===== src/rtl/prog_loader.sv =====
// Length-prefixed program loader: parses a UART byte stream and drives the fetch loader port.
// Optional trailing XOR checksum is enabled by defining PROG_LOADER_CHECKSUM_EN.
module prog_loader #(
   parameter int unsigned INST_MEM_WIDTH = 2
) (
   input  logic       CLK,
   input  logic       reset,
   input  logic [7:0] rx_data,
   input  logic       rx_valid,
   output logic [7:0] input_data,
   output logic       input_valid,
   output logic       input_start,
   output logic       input_end,
   output logic       busy,
   output logic       done,
   output logic       error
);

   localparam int unsigned CntW = INST_MEM_WIDTH + 3;
   localparam logic [31:0] Capacity = 32'd1 << INST_MEM_WIDTH;
   localparam logic [CntW-1:0] CntOne = CntW'(1);

   typedef enum logic [2:0] {
      StIdle,
      StLen,
      StStart,
      StData,
`ifdef PROG_LOADER_CHECKSUM_EN
      StChk,
`endif
      StEnd,
      StDone,
      StErr
   } state_e;

   state_e            state_q, state_d;
   logic [31:0]       len_q, len_d;
   logic [1:0]        len_cnt_q, len_cnt_d;
   logic [CntW-1:0]   cnt_q, cnt_d;
   logic [7:0]        data_q, data_d;
   logic              valid_q, valid_d;
   logic              start_q, start_d;
   logic              end_q, end_d;
   logic              busy_q, busy_d;
   logic              done_q, done_d;
   logic              error_q, error_d;
   logic              accept;
   logic [31:0]       len_full;
   logic [CntW-1:0]   total;
   logic [CntW-1:0]   cnt_inc;
`ifdef PROG_LOADER_CHECKSUM_EN
   logic [7:0]        xor_q, xor_d;
   logic              chk_bad_q, chk_bad_d;
`endif

   assign len_full = {len_q[23:0], rx_data};
   // Only reached once N has passed the capacity check, so N fits in INST_MEM_WIDTH+1 bits.
   assign total    = {len_q[INST_MEM_WIDTH:0], 2'b00};
   assign cnt_inc  = cnt_q + CntOne;

   always_comb begin
      state_d   = state_q;
      len_d     = len_q;
      len_cnt_d = len_cnt_q;
      cnt_d     = cnt_q;
      data_d    = data_q;
      accept    = 1'b0;
`ifdef PROG_LOADER_CHECKSUM_EN
      xor_d     = xor_q;
      chk_bad_d = chk_bad_q;
`endif

      case (state_q)
         StIdle: begin
            if (rx_valid) begin
               len_d     = {24'd0, rx_data};
               len_cnt_d = 2'd1;
               state_d   = StLen;
            end
         end
         StLen: begin
            if (rx_valid) begin
               len_d     = len_full;
               len_cnt_d = len_cnt_q + 2'd1;
               if (len_cnt_q == 2'd3) begin
                  state_d = (len_full > Capacity) ? StErr : StStart;
               end
            end
         end
         StStart: begin
            accept  = rx_valid && (len_q != 32'd0);
            state_d = (len_q == 32'd0) ? StEnd : StData;
         end
         StData: begin
`ifdef PROG_LOADER_CHECKSUM_EN
            accept = rx_valid;
            if (accept && (cnt_inc == total)) begin
               state_d = StChk;
            end
`else
            // One idle cycle after the last byte so input_end trails the last input_valid.
            if (cnt_q == total) begin
               state_d = StEnd;
            end else begin
               accept = rx_valid;
            end
`endif
         end
`ifdef PROG_LOADER_CHECKSUM_EN
         StChk: begin
            if (rx_valid) begin
               chk_bad_d = (rx_data != xor_q);
               state_d   = StEnd;
            end
         end
         StEnd: state_d = chk_bad_q ? StErr : StDone;
`else
         StEnd: state_d = StDone;
`endif
         StDone: state_d = StDone;
         StErr:  state_d = StErr;
         default: state_d = StIdle;
      endcase

      if (accept) begin
         cnt_d  = cnt_inc;
         data_d = rx_data;
`ifdef PROG_LOADER_CHECKSUM_EN
         xor_d  = xor_q ^ rx_data;
`endif
      end

      // Outputs are registered and line up with the state being entered.
      valid_d = accept;
      start_d = (state_d == StStart);
      end_d   = (state_d == StEnd);
      done_d  = (state_d == StDone);
      error_d = (state_d == StErr);
      busy_d  = !(state_d inside {StIdle, StDone, StErr});
   end

   always_ff @(posedge CLK) begin
      if (reset) begin
         state_q   <= StIdle;
         len_q     <= '0;
         len_cnt_q <= '0;
         cnt_q     <= '0;
         data_q    <= '0;
         valid_q   <= 1'b0;
         start_q   <= 1'b0;
         end_q     <= 1'b0;
         busy_q    <= 1'b0;
         done_q    <= 1'b0;
         error_q   <= 1'b0;
`ifdef PROG_LOADER_CHECKSUM_EN
         xor_q     <= '0;
         chk_bad_q <= 1'b0;
`endif
      end else begin
         state_q   <= state_d;
         len_q     <= len_d;
         len_cnt_q <= len_cnt_d;
         cnt_q     <= cnt_d;
         data_q    <= data_d;
         valid_q   <= valid_d;
         start_q   <= start_d;
         end_q     <= end_d;
         busy_q    <= busy_d;
         done_q    <= done_d;
         error_q   <= error_d;
`ifdef PROG_LOADER_CHECKSUM_EN
         xor_q     <= xor_d;
         chk_bad_q <= chk_bad_d;
`endif
      end
   end

   assign input_data  = data_q;
   assign input_valid = valid_q;
   assign input_start = start_q;
   assign input_end   = end_q;
   assign busy        = busy_q;
   assign done        = done_q;
   assign error       = error_q;

endmodule


===== config.mk =====
export PLATFORM = sky130hd
export DESIGN_NAME = prog_loader
export DESIGN_NICKNAME = d
export VERILOG_FILES = /design/src/rtl/prog_loader.sv
export SDC_FILE = /design/constraint.sdc
export NUM_CORES = 1
export LEC_CHECK = 0
export BUFFER_PORTS_ARGS = -buffer_cell sky130_fd_sc_hd__buf_2
export CAP_MARGIN = 20
export CORE_MARGIN = 2
export CORE_UTILIZATION = 60
export CTS_CLUSTER_SIZE = 40
export DETAILED_ROUTE_END_ITERATION = 6
export GPL_ROUTABILITY_DRIVEN = 0
export PLACE_DENSITY = 0.82
export SYNTH_ARGS = -nofsm -noshare
export SYNTH_HDL_FRONTEND = slang
export SYNTH_SLANG_ARGS = --single-unit

===== constraint.sdc =====
create_clock -name CLK -period 4.2 [get_ports CLK]
set_clock_uncertainty 0.15 [all_clocks]
set_input_delay 0.21 -clock CLK [delete_from_list [all_inputs] [get_ports CLK]]
set_output_delay 0.21 -clock CLK [all_outputs]
set_load 0.02 [all_outputs]

# Word level (Yosys, flattened, before mapping)
# Index checks and enable logic that the tools add are counted.
# totals
regBits,56
inputBits,11
out_inout_bits,14
elab_cells,53
# classes
n_addsub,2
n_lt_le_gt_ge,1
n_eq_ne,14
n_mux,15
n_reduce_logical,10
# ops
operator,count
32-bit two-way mux,2
32-bit one-hot mux with 2 select lines,1
"32-bit by 3-bit greater-than comparator with 1-bit output, second input constant",1
32-bit zero test,1
32-bit nonzero test,1
"3-bit equality test, second input constant",6
3-bit two-way mux,6
3-bit one-hot mux with 6 select lines,1
"3-bit by 2-bit equality test with 1-bit output, second input constant",3
3-bit zero test,2
"5-bit by 1-bit adder with 5-bit output, second input constant",1
5-bit equality test,1
2-bit two-way mux,2
"2-bit != test, second input constant",2
2-bit one-hot mux with 2 select lines,1
"3-bit by 1-bit equality test with 1-bit output, second input constant",1
3-bit AND reduction,1
3-bit nonzero test,1
"2-bit by 1-bit adder with 2-bit output, second input constant",1
"2-bit equality test, second input constant",1
1-bit one-hot mux with 2 select lines,1
2-bit nonzero test,1
2-bit OR reduction,1
1-bit logical AND,1
other kinds (2),2

# Logic depth before layout (Yosys ltp)
# logic_depth
word_depth,8
depth_mapped,8

# Least setup slack after synthesis
# No wires, ideal clock.
# synth_path
kind,reg2reg
from,register len_q[0]
to,"register data_q[1], in the netlist input_data[1]"
setup_ns,0.128
arrival_ns,1.640
slack_ns,2.282
path_stages_with_launch,8
n_path_buf,1
synth_period_minus_slack_ns,1.918
cell_sequence,dfxtp_1 -> nor4_1 -> nand4_1 -> o211ai_1 -> a21oi_1 -> buf_2 -> mux2i_1 -> nor2_1
# synth_between
elab_chain_cells,3
elab_cells_between_ends,5
classes_between,1 x eq/ne; 2 x mux; 2 x reduce/logical
# synth_lines
element,line,source
from (decl),37,"logic [31:0] len_q, len_d;"
from (signal assigned),161,len_q <= len_d;
32-bit nonzero test or 5-bit equality test (tied branches),"91, 102",
1-bit logical AND or 1-bit two-way mux (tied branches),"91, 102",
1-bit one-hot mux with 2 select lines (*),73,case (state_q)
to (signal assigned),164,data_q <= data_d;
to (decl),40,"logic [7:0] data_q, data_d;"
# Mark *: on every way between the ends. The rest lies on a longest branch, timed or not.
# A chain may end at the register's enable or synchronous reset.

# Worst setup path in the final report
# layout_path
from,register len_q[18]
to,"register error_q, in the netlist error"
# layout_between
elab_chain_cells,6
elab_cells_between_ends,8
classes_between,1 x order compare; 1 x eq/ne; 5 x mux; 1 x reduce/logical
# layout_lines
element,line,source
32-bit by 3-bit greater-than comparator with 1-bit output,86,state_d = (len_full > Capacity) ? StErr : StStart;
3-bit two-way mux,86,
3-bit two-way mux,85,if (len_cnt_q == 2'd3) begin
3-bit two-way mux,82,if (rx_valid) begin
3-bit one-hot mux with 6 select lines (*),73,
3-bit equality test (*),138,error_d = (state_d == StErr);
to (signal assigned),170,error_q <= error_d;
to (decl),46,"logic error_q, error_d;"
# Marks and branches as above.

==> metrics.cfg <==
[layout]
drive_above_1_share=0.155
final_nets=297
layout.area.seq_um2=1120
antenna_cells=0
layout.cells.non_filler=332
layout_area_growth_over_synthesis_pct=12.0
multi_input_comb_area_um2=1050
final.fill_count=331

[die]
io-pin-count=25
fp.dieArea_um2=4260
initial_core_util=0.620
die_width_um=65.3
floorplan.rows=22
core_region_area_um2=3630
chipHeight_um=65.3

[power_and_ir_drop]
power_per_cell_area_nw_per_um2=376
total_switching_power_w=0.000211
switching_fraction=0.223
power.combinational.fraction=0.069
fin_total_pwr_w=0.000948
p_leak_nw=0.925
irDropWorstVdd_mv=0.271
power_report.internal_total_w=0.000737
p_seq_frac=0.576
power_frac_clock=0.355

[clock_network]
clock_insertion_delay_worst_skew_ns=0.30
clk_pin_slew_worst_paths_ns=0.09
cts_max_path_buffers=2
htree_levels=2
tritoncts_clock_tree=yes
cts-root-buf=sky130_fd_sc_hd__clkbuf_8
clock-sinks=56
tritoncts.num_buffers=5
cts.repair_timing.setup_buffer_count=0
cts-resized-gates=0
hold_buffers=0

[synth]
most_common_flop_cell_mapped_by_yosys=sky130_fd_sc_hd__dfxtp_1
postSynthAreaPerCell_um2=8.53
library_cell_occupying_the_most_area_in_the_post_synthesis_netlist=sky130_fd_sc_hd__dfxtp_1
ys.warnings.count=0
mapped_area_um2=2250
synth.top_cells.by_count=sky130_fd_sc_hd__dfxtp_1, sky130_fd_sc_hd__nand2_1, sky130_fd_sc_hd__a21oi_1
ys_seq_elements=56
synth_cell_type_count=28
async_set_reset_flop_share_out_of_synthesis=0
edff_count_synth=0
post_synth_main_area_contributors=sky130_fd_sc_hd__dfxtp_1, sky130_fd_sc_hd__a21oi_1, sky130_fd_sc_hd__nand2_1
proportion_of_synthesized_chip_area_in_sequential_cells=0.498
synth_nets=278
gate_count_of_the_mapped_netlist=264
synthMostInstantiatedCell=sky130_fd_sc_hd__dfxtp_1
yosysTopAreaCellShare=0.498

[hold_path]
min_delay_startpoint=rx_data[3]
holdPathStages=3
hold-path-endpoint=len_q[3]
worstHoldPathType=input port to register

[critical_path]
critical_path_data_required_time_ns=4.25
internal_reg_to_reg_setup_slack_ns=1.93
worst-path-buf-inv=0
regToRegEndpoint=error
critical-path-slowest-cell=sky130_fd_sc_hd__o211ai_1
crit_path_cell_trace=nor4_1, nand4_1, o211ai_1, and4b_2, nor2_1, and3b_2
critical_path_peak_fanout=6
worst_r2r_startpoint=len_q[18]
timing.critical_path.slowest_cell_delay_ns=0.42
timing_worst_setup_path_type=register to register
endpoint_kind=register
timing.reg2reg.worst_path_depth=6
timing.critical_path.arrival_ns=2.32
path_delay_family=simple AND/OR/NAND/NOR gates
crit_path_start_kind=register

[sta]
max_clock_freq_mhz=441
hold_viol_final=0
setup_ws_ns=1.93
timing.final.max_slew_violations=0
rsz_0062_raised_after_global_routing=no
max_slew.worst_pin.slew_ns=0.918
worst_hold_slack_ns=0.0178
relSlewSlack=0.388
finalSetupViolCount=0
setup_total_negative_slack_ns=0
final_min_period_over_clock_period=0.540
fin_crit_ns=2.27

[outcome]
outcome=finished, final reports clean

[flow_run]
max_capacitance_violation_count=0

[route]
postRouteWirelength_mm=4.43
route.detailed.vias_per_inst=5.75
vias_after_detailed_routing=1909
drc=0
drtAntennaViolNets=0
detailedRoute.firstIterationViolations=96
detail_route.wl_per_cell_um=13.3
number_of_optimization_iterations_in_the_first_detailed_route_pass=4

[placed_design]
place_ws_ns=1.95
detailedPlacementHpwl_mm=2.99
number_of_placed_instances_taps_included=324
portBuffers=24

[global_routing]
antenna_found_initial=0
overflow=0
maximum_number_of_pins_on_one_net_before_global_route_repair=54
global_routing_usage_summed_across_all_routing_layers=0.222
via_count_of_the_first_global_routing_pass=1676
grt_pass1_wl_mm=7.51

## worst register-to-register path, stage by stage (launching register included)
cell,delay (ns)
sky130_fd_sc_hd__dfxtp_1,0.34
sky130_fd_sc_hd__nor4_1,0.40
sky130_fd_sc_hd__nand4_1,0.19
sky130_fd_sc_hd__o211ai_1,0.42
sky130_fd_sc_hd__and4b_2,0.34
sky130_fd_sc_hd__nor2_1,0.06
sky130_fd_sc_hd__and3b_2,0.27
## state kept, by name, summed over array words and instances (netlist names)
register	count
busy	1
input_data	8
input_valid	1
input_start	1
state_q	3
done	1
input_end	1
cnt_q	5
error	1
len_q	32
len_cnt_q	2
## cell type report
type | instances | share of cell area
Sequential cell | 56 | 0.444
Tap cell | 48 | 0.0238
Timing Repair Buffer | 28 | 0.0625
Clock inverter | 2 | 0.0139
Multi-Input combinational cell | 186 | 0.418
Inverter | 6 | 0.00893
Clock buffer | 6 | 0.0288
## through the flow
| step | area [um2] | utilization |
|---|---|---|
| 6_report | 2520 | 0.694 |
| 5_1_grt | 2520 | 0.694 |
| 3_3_place_gp | 2400 | 0.660 |
| 4_1_cts | 2520 | 0.694 |
| 3_5_place_dp | 2410 | 0.665 |
| 2_1_floorplan | 2250 | - |
## per-layer routing
layer | vias up | GRT usage | wire, um
met3 | 7 | 0.0377 | 203
met5 | - | 0 | 0
met2 | 51 | 0.362 | 2180
li1 | 944 | - | -
met1 | 907 | 0.298 | 1990
met4 | 0 | 0.0781 | 64
## layout by cell type, fill, tap and decap left out, drive strengths merged, types with 2 or more instances in the layout
cell | Yosys | final
o21ai | 5 | 5
dfxtp | 56 | 56
nor3 | 2 | 2
nand4 | 3 | 3
nor2 | 20 | 20
inv | 6 | 6
buf | 1 | 28
and3 | 3 | 3
mux2i | 9 | 9
nand2 | 45 | 45
ha | 3 | 3
nand3 | 33 | 33
a211oi | 3 | 3
xnor2 | 8 | 8
clkbuf | 15 | 6
a21oi | 35 | 35
nor4 | 8 | 8
## power groups by stage
stage               sequential [W]  clock [W]  combinational [W]
floorplan                 0.000558          0          0.0000439
global placement          0.000558          0          0.0000623
detailed placement        0.000558          0          0.0000646
CTS                       0.000546   0.000345          0.0000651
global route              0.000547   0.000365          0.0000718
finish                    0.000546   0.000337          0.0000654
## logic make-up (layout without fill, tap and decap cells)
logic type | Yosys count | in the layout | share of synthesized area
muxes | 9 | 9 | 0.0400
AOI/OAI and AO/OA | 47 | 47 | 0.124
xor gates and xnor gates | 8 | 8 | 0.0311
DFF | 56 | 56 | 0.498
buffers and inverters | 22 | 42 | 0.0372
adders and majority gates | 3 | 3 | 0.0167
and+or+nand+nor | 119 | 119 | 0.253
## worst max-delay path by stage
stage | startpoint | end | slack [ns] | cells after the start
global placement | len_q[17] | error | 1.95 | 6
finish | len_q[18] | error | 1.93 | 6
CTS | len_q[12] | error | 1.93 | 6
global route | len_q[12] | input_data[1] | 1.77 | 7
floorplan | len_q[0] | input_data[1] | 2.28 | 7
detailed placement | len_q[12] | error | 1.95 | 6
No activity file was read; power rests on OpenSTA's default activity.
